[config.mk]
export PLATFORM = sky130hd
export DESIGN_NAME = inst_buffer_flat
export DESIGN_NICKNAME = d
export VERILOG_FILES = /design/src/rtl/inst_buffer_if.sv /design/src/rtl/inst_buffer.sv /design/src/flat_wrapper.sv
export SDC_FILE = /design/constraint.sdc
export NUM_CORES = 2
export LEC_CHECK = 0
export CAP_MARGIN = 40
export CORE_ASPECT_RATIO = 1.4
export CORE_MARGIN = 1
export CORE_UTILIZATION = 50
export CTS_CLUSTER_SIZE = 40
export DETAILED_ROUTE_END_ITERATION = 16
export PLACE_DENSITY = 0.76
export SLEW_MARGIN = 40
export SYNTH_ARGS = -nofsm -noshare
export SYNTH_HDL_FRONTEND = slang
export SYNTH_SLANG_ARGS = --single-unit
[constraint.sdc]
create_clock -name aclk -period 34.3 [get_ports aclk]
set_input_delay 8.575 -clock aclk [delete_from_list [all_inputs] [get_ports aclk]]
set_output_delay 8.575 -clock aclk [all_outputs]
set_load 0.01 [all_outputs]
[src/rtl/inst_buffer_if.sv]
// inst_buffer_if: fetch push bus and decode-side group presentation of the instruction buffer
interface inst_buffer_if;
    logic [1:0]  if_valid;
    logic [31:0] if_pc0;
    logic [31:0] if_pc1;
    logic [31:0] if_inst0;
    logic [31:0] if_inst1;
    logic [6:0]  if_exception0;
    logic [6:0]  if_exception1;
    logic [31:0] if_badv0;
    logic [31:0] if_badv1;
    logic [1:0]  if_priv;
    logic        fifo_allowin;
    logic        id_allowin;
    logic        fifo_readygo;
    logic [1:0]  fifo_id_valid;
    logic [31:0] fifo_id_pc0;
    logic [31:0] fifo_id_pc1;
    logic [31:0] fifo_id_inst0;
    logic [31:0] fifo_id_inst1;
    logic [1:0]  fifo_id_excp_flag;
    logic [6:0]  fifo_id_exception;
    logic [31:0] fifo_id_badv;
    logic [1:0]  fifo_id_priv_flag;

    modport slave (
        input  if_valid, if_pc0, if_pc1, if_inst0, if_inst1, if_exception0, if_exception1,
               if_badv0, if_badv1, if_priv, id_allowin,
        output fifo_allowin, fifo_readygo, fifo_id_valid, fifo_id_pc0, fifo_id_pc1,
               fifo_id_inst0, fifo_id_inst1, fifo_id_excp_flag, fifo_id_exception,
               fifo_id_badv, fifo_id_priv_flag
    );

    modport master (
        output if_valid, if_pc0, if_pc1, if_inst0, if_inst1, if_exception0, if_exception1,
               if_badv0, if_badv1, if_priv, id_allowin,
        input  fifo_allowin, fifo_readygo, fifo_id_valid, fifo_id_pc0, fifo_id_pc1,
               fifo_id_inst0, fifo_id_inst1, fifo_id_excp_flag, fifo_id_exception,
               fifo_id_badv, fifo_id_priv_flag
    );
endinterface

[src/rtl/inst_buffer.sv]
// inst_buffer: dual-issue FWFT instruction buffer splitting groups at exception/privileged boundaries
module inst_buffer #(
    parameter int DEPTH = 8
) (
    input logic          aclk,
    input logic          aresetn,
    input logic          flush,
    inst_buffer_if.slave bus
);
    localparam int AW = $clog2(DEPTH);

    typedef struct packed {
        logic [31:0] pc;
        logic [31:0] inst;
        logic [6:0]  exc;
        logic [31:0] badv;
        logic        priv;
    } entry_t;

    entry_t          mem [DEPTH];
    entry_t          h0, h1, w0, w1;
    logic [AW-1:0]   head, tail, head1, tail1;
    logic [AW:0]     count, push_n, pop_n;
    logic            allowin, push, pop, v0, v1, xf0, xf1;

    // head pair, incoming pair, and handshake bookkeeping
    always_comb begin
        head1   = head + AW'(1);
        tail1   = tail + AW'(bus.if_valid[0]);
        h0      = mem[head];
        h1      = mem[head1];
        w0      = {bus.if_pc0, bus.if_inst0, bus.if_exception0, bus.if_badv0, bus.if_priv[0]};
        w1      = {bus.if_pc1, bus.if_inst1, bus.if_exception1, bus.if_badv1, bus.if_priv[1]};
        allowin = count <= (AW+1)'(DEPTH - 2);
        v0      = count != '0;
        v1      = count >= (AW+1)'(2) && h0.exc == '0 && !h0.priv && !h1.priv;
        xf0     = v0 && h0.exc != '0;
        xf1     = v1 && h1.exc != '0;
        push    = allowin && !flush;
        pop     = v0 && bus.id_allowin && !flush;
        push_n  = push ? (AW+1)'(bus.if_valid[0]) + (AW+1)'(bus.if_valid[1]) : '0;
        pop_n   = pop ? (AW+1)'(v0) + (AW+1)'(v1) : '0;
    end

    // present the group; invalid slots are forced to zero
    always_comb begin
        bus.fifo_allowin      = allowin;
        bus.fifo_readygo      = v0;
        bus.fifo_id_valid     = {v1, v0};
        bus.fifo_id_pc0       = v0 ? h0.pc : '0;
        bus.fifo_id_pc1       = v1 ? h1.pc : '0;
        bus.fifo_id_inst0     = v0 ? h0.inst : '0;
        bus.fifo_id_inst1     = v1 ? h1.inst : '0;
        bus.fifo_id_excp_flag = {xf1, xf0};
        bus.fifo_id_exception = xf0 ? h0.exc : xf1 ? h1.exc : '0;
        bus.fifo_id_badv      = xf0 ? h0.badv : xf1 ? h1.badv : '0;
        bus.fifo_id_priv_flag = {v1 && h1.priv, v0 && h0.priv};
    end

    // write valid slots in order; slot1 alone lands at tail
    always_ff @(posedge aclk) begin
        if (push && bus.if_valid[0]) mem[tail] <= w0;
        if (push && bus.if_valid[1]) mem[tail1] <= w1;
    end

    // pointer and occupancy update; reset and flush clear everything
    always_ff @(posedge aclk) begin
        if (!aresetn || flush) begin
            head  <= '0;
            tail  <= '0;
            count <= '0;
        end else begin
            head  <= head + pop_n[AW-1:0];
            tail  <= tail + push_n[AW-1:0];
            count <= count + push_n - pop_n;
        end
    end
endmodule

[src/flat_wrapper.sv]
// flat-port wrapper written by rule: the top's interface ports become plain ports
module inst_buffer_flat 
#(
    parameter int DEPTH = 8
)
  (aclk, aresetn, flush, bus_if_valid, bus_if_pc0, bus_if_pc1, bus_if_inst0, bus_if_inst1, bus_if_exception0, bus_if_exception1, bus_if_badv0, bus_if_badv1, bus_if_priv, bus_id_allowin, bus_fifo_allowin, bus_fifo_readygo, bus_fifo_id_valid, bus_fifo_id_pc0, bus_fifo_id_pc1, bus_fifo_id_inst0, bus_fifo_id_inst1, bus_fifo_id_excp_flag, bus_fifo_id_exception, bus_fifo_id_badv, bus_fifo_id_priv_flag);
  inst_buffer_if bus_i ();
  input logic aclk;
  input logic aresetn;
  input logic flush;
  input wire logic [$bits(bus_i.if_valid)-1:0] bus_if_valid;
  input wire logic [$bits(bus_i.if_pc0)-1:0] bus_if_pc0;
  input wire logic [$bits(bus_i.if_pc1)-1:0] bus_if_pc1;
  input wire logic [$bits(bus_i.if_inst0)-1:0] bus_if_inst0;
  input wire logic [$bits(bus_i.if_inst1)-1:0] bus_if_inst1;
  input wire logic [$bits(bus_i.if_exception0)-1:0] bus_if_exception0;
  input wire logic [$bits(bus_i.if_exception1)-1:0] bus_if_exception1;
  input wire logic [$bits(bus_i.if_badv0)-1:0] bus_if_badv0;
  input wire logic [$bits(bus_i.if_badv1)-1:0] bus_if_badv1;
  input wire logic [$bits(bus_i.if_priv)-1:0] bus_if_priv;
  input wire logic [$bits(bus_i.id_allowin)-1:0] bus_id_allowin;
  output wire logic [$bits(bus_i.fifo_allowin)-1:0] bus_fifo_allowin;
  output wire logic [$bits(bus_i.fifo_readygo)-1:0] bus_fifo_readygo;
  output wire logic [$bits(bus_i.fifo_id_valid)-1:0] bus_fifo_id_valid;
  output wire logic [$bits(bus_i.fifo_id_pc0)-1:0] bus_fifo_id_pc0;
  output wire logic [$bits(bus_i.fifo_id_pc1)-1:0] bus_fifo_id_pc1;
  output wire logic [$bits(bus_i.fifo_id_inst0)-1:0] bus_fifo_id_inst0;
  output wire logic [$bits(bus_i.fifo_id_inst1)-1:0] bus_fifo_id_inst1;
  output wire logic [$bits(bus_i.fifo_id_excp_flag)-1:0] bus_fifo_id_excp_flag;
  output wire logic [$bits(bus_i.fifo_id_exception)-1:0] bus_fifo_id_exception;
  output wire logic [$bits(bus_i.fifo_id_badv)-1:0] bus_fifo_id_badv;
  output wire logic [$bits(bus_i.fifo_id_priv_flag)-1:0] bus_fifo_id_priv_flag;
  assign bus_i.if_valid = bus_if_valid;
  assign bus_i.if_pc0 = bus_if_pc0;
  assign bus_i.if_pc1 = bus_if_pc1;
  assign bus_i.if_inst0 = bus_if_inst0;
  assign bus_i.if_inst1 = bus_if_inst1;
  assign bus_i.if_exception0 = bus_if_exception0;
  assign bus_i.if_exception1 = bus_if_exception1;
  assign bus_i.if_badv0 = bus_if_badv0;
  assign bus_i.if_badv1 = bus_if_badv1;
  assign bus_i.if_priv = bus_if_priv;
  assign bus_i.id_allowin = bus_id_allowin;
  assign bus_fifo_allowin = bus_i.fifo_allowin;
  assign bus_fifo_readygo = bus_i.fifo_readygo;
  assign bus_fifo_id_valid = bus_i.fifo_id_valid;
  assign bus_fifo_id_pc0 = bus_i.fifo_id_pc0;
  assign bus_fifo_id_pc1 = bus_i.fifo_id_pc1;
  assign bus_fifo_id_inst0 = bus_i.fifo_id_inst0;
  assign bus_fifo_id_inst1 = bus_i.fifo_id_inst1;
  assign bus_fifo_id_excp_flag = bus_i.fifo_id_excp_flag;
  assign bus_fifo_id_exception = bus_i.fifo_id_exception;
  assign bus_fifo_id_badv = bus_i.fifo_id_badv;
  assign bus_fifo_id_priv_flag = bus_i.fifo_id_priv_flag;
  inst_buffer #(.DEPTH(DEPTH)) u_core (.aclk(aclk), .aresetn(aresetn), .flush(flush), .bus(bus_i));
endmodule
==> impl_metrics.env <==
export IMPL_drt_drc_violations_left=0
export IMPL_synth_seq_cells=842
export IMPL_io_buffer_count=387
export IMPL_timing_reg2reg_worst_path_depth=16
export IMPL_synthesis_area_um2=49000
export IMPL_synth_area_per_cell_um2=16.6
export IMPL_drt_pass1_iterations=5
export IMPL_post_detailed_placement_cell_area_um2=54400
export IMPL_powerDensity_nw_per_um2=42.7
export IMPL_synth_top_cell_area_share_pct=51.0
export IMPL_layout_cell_share_with_drive_strength_beyond_1_pct=44.9
export IMPL_run_status="completed"
export IMPL_layout_nets=3465
export IMPL_finalHoldViolCount=0
export IMPL_slew_at_the_pin_closest_to_its_max_slew_limit_ns=0.902
export IMPL_clk_latency_ns=0.65
export IMPL_number_of_unique_standard_cell_types_used_by_synthesis=48
export IMPL_static_leakage_power_nw=17.6
export IMPL_wire_length_of_the_first_global_routing_pass_um=214000
export IMPL_vdd_ir_drop_max_mv=0.0351
export IMPL_postRouteWirelength_um=147000
export IMPL_synth_enable_flop_cells=832
export IMPL_holdPathEnd="u_core.tail[2]"
export IMPL_filler_cell_count=7264
export IMPL_clock_sink_count=842
export IMPL_maxSlewHeadroom_pct=39.9
export IMPL_core_region_area_um2=97000
export IMPL_rrSetupSlack_ns=28.37
export IMPL_tritoncts_clock_tree="done"
export IMPL_globalRouteOverflowTotal=0
export IMPL_die_x_um=267
export IMPL_min_from="u_core.tail[2]"
export IMPL_route_antenna_remaining_nets=0
export IMPL_r2r_path_start="u_core.head[2]"
export IMPL_grt_pass1_vias=32200
export IMPL_post_cts_repair_resize_count=0
export IMPL_grt_total_usage_pct=29.6
export IMPL_syn_nets=3177
export IMPL_design_power_total_mw=2.44
export IMPL_tns_ns=0
export IMPL_worstSetupEndpointType="primary output"
export IMPL_unrepaired_setup_endpoints_after_global_routing="false"
export IMPL_dp_hpwl_um=86500
export IMPL_routabilityCongestion=0.820
export IMPL_die_area_um2=99200
export IMPL_critPathMaxFanout=53
export IMPL_layout_min_cycle_time_ns=14.03
export IMPL_fp_dieH_um=372
export IMPL_crit_reg2reg_capture="u_core.count[3]"
export IMPL_syn2layout_area_growth_pct=16.8
export IMPL_drt_initial_drc_count=3368
export IMPL_synth_warnings=0
export IMPL_drv_max_cap_violation_count=0
export IMPL_finalSetupViolations=0
export IMPL_clk_pin_slew_worst_paths_ns=0.07
export IMPL_crit_required_ns=25.72
export IMPL_synth_cells=2946
export IMPL_timing_hold_worst_class="register to register"
export IMPL_post_synth_top_area_cell="sky130_fd_sc_hd__edfxtp_1"
export IMPL_cts_max_path_buffers=3
export IMPL_layout_cells_most_common_list="840 x sky130_fd_sc_hd__mux2_2, 832 x sky130_fd_sc_hd__edfxtp_1, 403 x sky130_fd_sc_hd__mux4_2"
export IMPL_boundary_pins=389
export IMPL_post_route_period_util_pct=40.9
export IMPL_layout_cells_most_common="sky130_fd_sc_hd__mux2_2"
export IMPL_ys_top_cells_by_area="sky130_fd_sc_hd__edfxtp_1 51%, sky130_fd_sc_hd__mux2_2 19%, sky130_fd_sc_hd__mux4_2 19%"
export IMPL_drt_vias_per_instance=6.68
export IMPL_finalMaxSlewViolations=0
export IMPL_detail_route_wl_per_cell_um=31.8
export IMPL_critPathArrivalTime_ns=5.46
export IMPL_fin_skew_ns=0.0221
export IMPL_stdcell_area_um2=57200
export IMPL_critPathKind="register to primary output"
export IMPL_synth_sequential_area_ratio_pct=51.4
export IMPL_clock_tree_htree_level_count=3
export IMPL_whs_ns=0.619
export IMPL_grt_antenna_before_repair=37
export IMPL_cts_root_buffer="sky130_fd_sc_hd__clkbuf_16"
export IMPL_grt_max_degree=105
export IMPL_postCtsSetupBuffers=0
export IMPL_route_vias_total=30900
export IMPL_dominantRegCellSynth="sky130_fd_sc_hd__edfxtp_1"
export IMPL_max_clock_freq_mhz=71.3
export IMPL_min_path_cells=2
export IMPL_worstSetupStartpointType="register"
export IMPL_cts_hold_buffers=0
export IMPL_tritoncts_num_buffers=87
export IMPL_start_util_pct=50.5
export IMPL_async_reset_ff_share_pct=0
export IMPL_floorplan_rows=135
-- final cells by class --
| class | instances | area (um2) | share of cell area [%] |
|---|---|---|---|
| sequential | 842 | 25200 | 44.1 |
| antenna | 20 | 50.0 | 0.0875 |
| inverter | 15 | 56.3 | 0.0985 |
| multi-input combinational | 1837 | 22800 | 39.8 |
| timing repair buffer | 451 | 4730 | 8.28 |
| tap | 1301 | 1630 | 2.85 |
| clock inverter | 53 | 392 | 0.685 |
| clock buffer | 109 | 2370 | 4.14 |
-- power by group --
| part | internal, mW | switching (mW) |
|---|---|---|
| registers | 1.16 | 0.0123 |
| logic | 0.166 | 0.165 |
| clock network | 0.526 | 0.406 |
| total | 1.86 | 0.584 |
-- logic make-up (layout without fill, tap and decap cells) --
family	Yosys count	after routing	synth area share, %
buffers and inverters	267	628	2.49
xor gates and xnor gates	8	8	0.143
DFF	842	842	51.4
AOI/OAI and AO/OA	118	118	1.75
and+or+nand+nor	300	300	2.79
muxes	1393	1393	40.9
adders and majority gates	17	17	0.496
other	1	21	0.00766
-- metal layers --
| metal | GRT usage, % | part of all wire (%) | wire length [um] | vias up |
|---|---|---|---|---|
| met4 | 11.5 | 3.3 | 4840 | 36 |
| met5 | 0 | 0.16 | 242 | - |
| met1 | 37.8 | 38 | 55500 | 16200 |
| li1 | - | - | - | 12700 |
| met3 | 5.24 | 8.7 | 12800 | 305 |
| met2 | 50.0 | 50 | 73900 | 1675 |
-- synthesized netlist by cell type, types with 5 or more instances --
library cell / n
sky130_fd_sc_hd__edfxtp_1: 832
sky130_fd_sc_hd__buf_2: 124
sky130_fd_sc_hd__buf_1: 46
sky130_fd_sc_hd__mux4_2: 403
sky130_fd_sc_hd__o22ai_2: 29
sky130_fd_sc_hd__inv_1: 14
sky130_fd_sc_hd__a21oi_1: 65
sky130_fd_sc_hd__nor2_1: 74
sky130_fd_sc_hd__nor3b_1: 21
sky130_fd_sc_hd__nand3b_1: 11
sky130_fd_sc_hd__ha_1: 13
sky130_fd_sc_hd__nand4_1: 8
sky130_fd_sc_hd__clkbuf_1: 71
sky130_fd_sc_hd__buf_4: 5
sky130_fd_sc_hd__and2_1: 7
sky130_fd_sc_hd__nor3_1: 12
sky130_fd_sc_hd__o22ai_1: 10
sky130_fd_sc_hd__buf_6: 6
sky130_fd_sc_hd__mux2_2: 840
sky130_fd_sc_hd__mux2i_1: 150
sky130_fd_sc_hd__dfxtp_1: 10
sky130_fd_sc_hd__nand2_1: 144
-- through the flow --
stage	utilization, %	setup slack, ns	cells
3_3_place_gp	55.7	20.58	4430
3_5_place_dp	56.1	20.97	4445
2_1_floorplan	-	17.32	2946
4_1_cts	58.9	20.30	4607
5_1_grt	59.0	20.15	4623
6_report	59.0	20.27	4628
-- worst max-delay path, stage by stage (launching register included) --
cell	delay, ns
sky130_fd_sc_hd__dfxtp_4	0.59
sky130_fd_sc_hd__ha_4	0.32
sky130_fd_sc_hd__xnor2_2	0.64
sky130_fd_sc_hd__buf_4	0.51
sky130_fd_sc_hd__buf_6	0.60
sky130_fd_sc_hd__mux2_2	0.41
sky130_fd_sc_hd__nand4_1	0.09
sky130_fd_sc_hd__and4_1	0.22
sky130_fd_sc_hd__a31o_4	0.59
sky130_fd_sc_hd__o22ai_2	0.18
sky130_fd_sc_hd__clkdlybuf4s50_1	0.52
-- worst max path at each step --
stage	from	end	cells past startpoint
after floorplan	flush	u_core.mem[5][0]	3
after global placement	u_core.head[0]	bus_fifo_id_badv[14]	9
after detailed placement	u_core.head[1]	bus_fifo_id_badv[14]	10
after CTS	u_core.head[1]	bus_fifo_id_badv[9]	10
after global routing	u_core.head[1]	bus_fifo_id_badv[9]	10
final	u_core.head[1]	bus_fifo_id_badv[14]	10
-- sequential cells by signal, indices dropped and copies added (netlist names) --
name and cells:
u_core.tail 3, u_core.count 4, u_core.head 3, u_core.mem 832
Note: power is estimated with default switching activity, not from simulation.
